## config.mk

```make
export PLATFORM = sky130hd
export DESIGN_NAME = imem_fetch_ctrl_flat
export DESIGN_NICKNAME = d
export VERILOG_FILES = /design/src/rtl/imem_fetch_ctrl_if.sv /design/src/rtl/imem_fetch_ctrl.sv /design/src/flat_wrapper.sv
export SDC_FILE = /design/constraint.sdc
export NUM_CORES = 1
export LEC_CHECK = 0
export ABC_AREA = 1
export ABC_CLOCK_PERIOD_IN_PS = 2500
export BUFFER_PORTS_ARGS = -buffer_cell sky130_fd_sc_hd__clkbuf_2
export CAP_MARGIN = 0
export CORE_UTILIZATION = 28
export DETAILED_ROUTE_END_ITERATION = 7
export PLACE_DENSITY_LB_ADDON = 0.15
export SYNTH_ARGS = -nofsm -noshare
export SYNTH_HDL_FRONTEND = slang
export SYNTH_SLANG_ARGS = --single-unit
```

## constraint.sdc

```tcl
create_clock -name clk -period 2.5 [get_ports clk]
set_input_delay 0.5 -clock clk [delete_from_list [all_inputs] [get_ports clk]]
set_output_delay 0.5 -clock clk [all_outputs]
set_load 0.05 [all_outputs]
```

## src/rtl/imem_fetch_ctrl_if.sv

```systemverilog
// Loader handshake and instruction memory bus of imem_fetch_ctrl.
// slave is the controller side; master is the loader/memory side.
interface imem_fetch_ctrl_if #(
  parameter int AW = 10
);
  logic          ld_valid;
  logic          ld_ready;
  logic [31:0]   ld_addr;
  logic [31:0]   ld_data;
  logic          ld_last;
  logic [AW-1:0] mem_addr;
  logic [31:0]   mem_wdata;
  logic          mem_we;
  logic [31:0]   mem_rdata;

  modport slave (
    input  ld_valid,
    input  ld_addr,
    input  ld_data,
    input  ld_last,
    input  mem_rdata,
    output ld_ready,
    output mem_addr,
    output mem_wdata,
    output mem_we
  );

  modport master (
    output ld_valid,
    output ld_addr,
    output ld_data,
    output ld_last,
    output mem_rdata,
    input  ld_ready,
    input  mem_addr,
    input  mem_wdata,
    input  mem_we
  );
endinterface

```

## src/rtl/imem_fetch_ctrl.sv

```systemverilog
// Instruction memory owner: arbitrates loader writes against
// sequential fetch with stall, branch flush and halt.
module imem_fetch_ctrl #(
  parameter int          DEPTH     = 1024,
  parameter int          AW        = 10,
  parameter int          BOOT_ADDR = 0,
  parameter logic [31:0] NOP_WORD  = 32'h00000000
) (
  input  logic                  clk,
  input  logic                  rst,
  input  logic                  start,
  input  logic                  halt,
  input  logic                  stall,
  input  logic                  br_taken,
  input  logic [31:0]           br_target,
  imem_fetch_ctrl_if.slave      bus,
  output logic [31:0]           if_instr,
  output logic [31:0]           if_pc,
  output logic                  if_valid,
  output logic [1:0]            state,
  output logic [31:0]           fetch_count
);

  localparam logic [1:0] S_IDLE = 2'b00;
  localparam logic [1:0] S_LOAD = 2'b01;
  localparam logic [1:0] S_RUN  = 2'b10;

  localparam logic [AW-1:0] BOOT = AW'(BOOT_ADDR);
  localparam logic [AW-1:0] LAST = AW'(DEPTH - 1);

  logic [AW-1:0] pc;
  logic [AW-1:0] pc_next;
  logic          in_load;
  logic          in_run;

  // Upper address bits are architecturally ignored.
  logic unused_hi;
  assign unused_hi = ^{bus.ld_addr[31:AW], br_target[31:AW]};

  assign in_load = (state == S_LOAD);
  assign in_run  = (state == S_RUN);

  // Sequential increment with silent wrap at the top of memory.
  always_comb begin
    pc_next = pc + AW'(1);
    if (pc == LAST) pc_next = '0;
  end

  // Memory port steering: loader owns it in LOAD, fetch in RUN.
  always_comb begin
    bus.ld_ready  = 1'b0;
    bus.mem_we    = 1'b0;
    bus.mem_addr  = '0;
    bus.mem_wdata = '0;
    unique case (1'b1)
      in_load: begin
        bus.ld_ready  = 1'b1;
        bus.mem_we    = bus.ld_valid;
        bus.mem_addr  = bus.ld_addr[AW-1:0];
        bus.mem_wdata = bus.ld_data;
      end
      in_run: begin
        bus.mem_addr = pc;
      end
      default: ;
    endcase
  end

  // Mode sequencing and the registered IF/ID pair.
  always_ff @(posedge clk) begin
    if (rst) begin
      state       <= S_IDLE;
      pc          <= BOOT;
      if_valid    <= 1'b0;
      if_instr    <= NOP_WORD;
      if_pc       <= '0;
      fetch_count <= '0;
    end else begin
      unique case (state)
        S_IDLE: begin
          if (bus.ld_valid) begin
            state <= S_LOAD;
          end else if (start) begin
            state       <= S_RUN;
            pc          <= BOOT;
            fetch_count <= '0;
          end
        end
        S_LOAD: begin
          if_valid <= 1'b0;
          if (bus.ld_valid && bus.ld_last) state <= S_IDLE;
        end
        S_RUN: begin
          if (bus.ld_valid) begin
            state    <= S_LOAD;
            if_valid <= 1'b0;
            if_instr <= NOP_WORD;
          end else if (halt) begin
            state    <= S_IDLE;
            if_valid <= 1'b0;
            if_instr <= NOP_WORD;
          end else if (br_taken) begin
            pc       <= br_target[AW-1:0];
            if_valid <= 1'b0;
            if_instr <= NOP_WORD;
          end else if (!stall) begin
            if_instr    <= bus.mem_rdata;
            if_pc       <= {{(32-AW){1'b0}}, pc};
            if_valid    <= 1'b1;
            pc          <= pc_next;
            fetch_count <= fetch_count + 32'd1;
          end
        end
        default: begin
          state    <= S_IDLE;
          if_valid <= 1'b0;
          if_instr <= NOP_WORD;
        end
      endcase
    end
  end

endmodule

```

## src/flat_wrapper.sv

```systemverilog
// flat-port wrapper written by rule: the top's interface ports become plain ports
module imem_fetch_ctrl_flat 
#(
  parameter int          DEPTH     = 1024,
  parameter int          AW        = 10,
  parameter int          BOOT_ADDR = 0,
  parameter logic [31:0] NOP_WORD  = 32'h00000000
)
  (clk, rst, start, halt, stall, br_taken, br_target, if_instr, if_pc, if_valid, state, fetch_count, bus_ld_valid, bus_ld_addr, bus_ld_data, bus_ld_last, bus_mem_rdata, bus_ld_ready, bus_mem_addr, bus_mem_wdata, bus_mem_we);
  imem_fetch_ctrl_if #(.AW(AW)) bus_i ();
  input  logic clk;
  input  logic rst;
  input  logic start;
  input  logic halt;
  input  logic stall;
  input  logic br_taken;
  input  logic [31:0] br_target;
  output logic [31:0] if_instr;
  output logic [31:0] if_pc;
  output logic if_valid;
  output logic [1:0] state;
  output logic [31:0] fetch_count;
  input wire logic [$bits(bus_i.ld_valid)-1:0] bus_ld_valid;
  input wire logic [$bits(bus_i.ld_addr)-1:0] bus_ld_addr;
  input wire logic [$bits(bus_i.ld_data)-1:0] bus_ld_data;
  input wire logic [$bits(bus_i.ld_last)-1:0] bus_ld_last;
  input wire logic [$bits(bus_i.mem_rdata)-1:0] bus_mem_rdata;
  output wire logic [$bits(bus_i.ld_ready)-1:0] bus_ld_ready;
  output wire logic [$bits(bus_i.mem_addr)-1:0] bus_mem_addr;
  output wire logic [$bits(bus_i.mem_wdata)-1:0] bus_mem_wdata;
  output wire logic [$bits(bus_i.mem_we)-1:0] bus_mem_we;
  assign bus_i.ld_valid = bus_ld_valid;
  assign bus_i.ld_addr = bus_ld_addr;
  assign bus_i.ld_data = bus_ld_data;
  assign bus_i.ld_last = bus_ld_last;
  assign bus_i.mem_rdata = bus_mem_rdata;
  assign bus_ld_ready = bus_i.ld_ready;
  assign bus_mem_addr = bus_i.mem_addr;
  assign bus_mem_wdata = bus_i.mem_wdata;
  assign bus_mem_we = bus_i.mem_we;
  imem_fetch_ctrl #(.DEPTH(DEPTH), .AW(AW), .BOOT_ADDR(BOOT_ADDR), .NOP_WORD(NOP_WORD)) u_core (.clk(clk), .rst(rst), .start(start), .halt(halt), .stall(stall), .br_taken(br_taken), .br_target(br_target), .bus(bus_i), .if_instr(if_instr), .if_pc(if_pc), .if_valid(if_valid), .state(state), .fetch_count(fetch_count));
endmodule
```

==> impl_summary.md <==
Outcome
The run finished with clean final reports.

Cells and area
After filler insertion, the fill cell instance count of the layout stands at around 1800. For this run, the share of the core covered by cells in the final layout is between 30% and 40%. Cells with a size suffix above 1 make up 29.9% of the layout. The area growth from synthesis to layout is 35.9%. Across the whole layout, storage elements account for 0.00174 mm^2. The final-stage net count is 1080. The antenna diode count is 0. Summing all multi-input logic gate instances after layout gives ~0.0025 mm^2.

Pwr
The clock power share is between 30% and 40%. In this run, the combinational gates consume between 30% and 40% of the power. The power dissipated by switching net loads is 1.81 mW. Sequential cells burn approximately a third of the power. The proportion of total power due to net switching is about two fifths. The power density relative to cell area is ~700 mW/mm^2.

The static leakage is 3.08 nW. Total power for the finished layout comes to between 4 and 5 mW. Internal power comes to between 2 and 3 mW. The worst-case IR drop observed on VDD is roughly 0.34 mV.

STA
Setup repair after global routing left no endpoint under its margin. The final critical-path share of the clock period is roughly 92%. Headroom to the max-slew limit came out at between 60% and 70%.

Across all setup checks in the final design, the least slack found is between 0.15 and 0.2 ns. The slew at the pin closest to its max-slew limit is approximately 0.55 ns. Static timing analysis puts the maximum clock frequency at about 430 MHz.

The maximum clock skew at final layout is approximately 0.0065 ns. The number of endpoints failing setup at the final stage is 0. The final-report hold violation count is 0.

The final-report max-slew violation count was 0. In the final timing run, aggregate negative setup slack is 0 ns. Final hold analysis gives a worst-case slack of between 0.3 and 0.4 ns. After layout, the minimum clock period comes to 2.31 ns.

Place
The post-detailed-placement half-perimeter wirelength is roughly 12 mm. The routability-driven placement congestion ratio is between 0.8 and 0.9. The number of port buffers is between 200 and 250.

Prior to clock tree synthesis, the placed netlist has a worst setup slack of 0.324 ns.

Synthesis
The fraction of the yosys area taken by sequential cells is about 37%. The number of warning messages in the yosys log is 0. Dividing the synthesized area by the synthesized cell count gives 6.43 um^2. The synthesized netlist occupies a cell area of 0.00470 mm^2. The number of register bits inferred by synthesis is 87. Synthesis handed over a netlist of 732 instances. The number of distinct library cell variants in the gate-level netlist after synthesis is 34.

Detailed routing
The number of iterations in the first detailed-routing pass is 7. Once detail routing completed, the nets flagged for antenna violations numbered 0. The post-route DRC violation count is 0. After detailed routing, the average wire length per cell comes to roughly 13 um. The sum of routed wire length over all layers is between 10 and 15 mm. The routed layout has 5148 vias. In the routed layout, each cell is associated on average with a via count of between 4 and 5. The initial DRC count is approximately 200.

Floorplan
The initialized floorplan defines between 40 and 50 standard-cell rows. The floorplan step defined a die boundary enclosing approximately 0.017 mm^2. The core outline area is around 0.016 mm^2.

The boundary pin count is 279. Once the floorplan was initialized, standard cells occupied between 20% and 30% of the core. From bottom edge to top edge, the die measures between 100 and 150 um. The die width is between 100 and 150 um.

Setup path
The worst setup path is launched from a flip-flop. The worst setup path is of the reg2out kind. The worst setup path is captured at a primary output. The critical path data arrival time is ~1.8 ns. For the worst setup path, the data required time is around 2.0 ns.

The peak fanout along the critical path is 26.

CTS
After clock tree synthesis, the clock-pin slew on the worst setup and hold paths is 0.07 ns. The number of hold buffers added after CTS is 0. The number of post-CTS setup repair buffers is 0. The CTS sink count is 87. The clock latency on the worst-skew pair is around 0.35 ns.

The maximum number of buffers from clock root to sink is 2. TritonCTS created 9 clock buffers. Gates resized during post-CTS repair numbered 0.

The root buffer cell chosen for the clock tree is sky130_fd_sc_hd__clkbuf_16. The number of H-tree branching levels is 3. TritonCTS built the clock tree.

Hold path
The path category of the worst min-delay check is in2reg.

Global routing
The remaining global-route overflow is 0. The total routing usage reported by global routing is between 10% and 20%. The initial antenna violation count was 0. The global-route wire length before repair is between 20 and 25 mm. The maximum number of pins on one net before global-route repair is 49.

The via count of the first global-routing pass is ~4700.

Flow run
The reported max-cap violation count is 0.
==> critical path: stages, from the launching register on <==
cell and delay (ns):
sky130_fd_sc_hd__dfxtp_1 0.33, sky130_fd_sc_hd__inv_1 0.13, sky130_fd_sc_hd__ha_4 0.26, sky130_fd_sc_hd__buf_4 0.29, sky130_fd_sc_hd__nand2_1 0.09, sky130_fd_sc_hd__inv_1 0.06
sky130_fd_sc_hd__clkbuf_2 0.29
==> final timing paths <==
path,slack (ns),from,to,cells after the start
setup / recovery,0.19,u_core.state[1],bus_mem_wdata[23],6
hold / removal,0.38,bus_mem_rdata[10],u_core.if_instr[10],3
setup reg to reg,0.32,u_core.state[0],u_core.fetch_count[30],11
hold reg to reg,0.46,u_core.if_instr[29],u_core.if_instr[29],2
==> registers in the layout (all words and copies together), names as in the netlist <==
| register | flops |
|---|---|
| u_core.state | 2 |
| u_core.pc | 10 |
| u_core.if_valid | 1 |
| u_core.if_pc | 10 |
| u_core.fetch_count | 32 |
| u_core.if_instr | 32 |
==> Yosys cell counts (all sizes together) <==
cell type    n  area, um^2
a21oi       64         320
o211ai       1        7.51
xnor2        1        8.76
a22oi       13        97.6
nand4       10        62.6
o21ai       29         149
nor3        12        81.3
clkinv       2        7.51
nor3b        1        12.5
conb         1        3.75
inv         87         327
o21bai       2        15.0
clkbuf      13        48.8
a31oi        2        12.5
a211oi       2        15.0
nor2       102         410
nand3       50         255
dfxtp       87        1740
nand3b       2        15.0
buf         36         251
nand2      210         798
ha           5        62.6
==> power by group through the flow <==
stage	clock network, mW	logic [mW]	registers (mW)
4_1_cts	1.66	1.53	1.43
5_1_grt	1.72	1.64	1.44
6_report	1.61	1.52	1.44
3_3_place_gp	0	1.54	1.47
3_5_place_dp	0	1.53	1.47
2_1_floorplan	0	1.12	1.52
==> cells in the final DEF (no fill, tap or decap), types with 12 or more instances in the layout <==
master and instances:
sky130_fd_sc_hd__o21ai_1 12, sky130_fd_sc_hd__a21oi_1 54, sky130_fd_sc_hd__a22oi_1 13, sky130_fd_sc_hd__inv_1 77, sky130_fd_sc_hd__dfxtp_1 86, sky130_fd_sc_hd__nor2_1 93, sky130_fd_sc_hd__nand3_1 49, sky130_fd_sc_hd__conb_1 22
sky130_fd_sc_hd__clkbuf_2 212, sky130_fd_sc_hd__o21ai_0 16, sky130_fd_sc_hd__buf_4 12, sky130_fd_sc_hd__nand2_1 206
==> final cells by class <==
type                    instances  area share, %
multi-input cells             528           39.6
flip-flops and latches         87           27.3
inverters                      89           5.27
clock buffers                  10           3.74
well taps                     220           4.31
clock inverters                 6           1.82
repair buffers                224           18.0
==> cells by family (layout without fill, tap and decap cells) <==
| family | count (synthesis) | after routing | synth area share (%) |
|---|---|---|---|
| other cells | 1 | 22 | 0.0797 |
| buf+inv | 138 | 329 | 13.5 |
| compound gates | 113 | 113 | 13.1 |
| simple gates | 387 | 387 | 34.8 |
| flops | 87 | 87 | 37.0 |
| xor+xnor | 1 | 1 | 0.186 |
| fa+ha+maj | 5 | 5 | 1.33 |
==> metal layers <==
metal,track usage [%],up-vias,part of all wire (%)
li1,-,2695,-
met1,19.5,2255,42
met2,31.3,182,51
met3,3.63,16,5.7
met4,6.14,0,1.6
met5,0,-,0
==> metrics by stage <==
step / instance area [um^2] / instances
4_1_cts: 6380 / 1164
3_5_place_dp: 6030 / 1148
2_1_floorplan: 4900 / 753
3_3_place_gp: 6030 / 1148
6_report: 6390 / 1164
5_1_grt: 6390 / 1164
No activity file was read; power rests on OpenSTA's default activity.
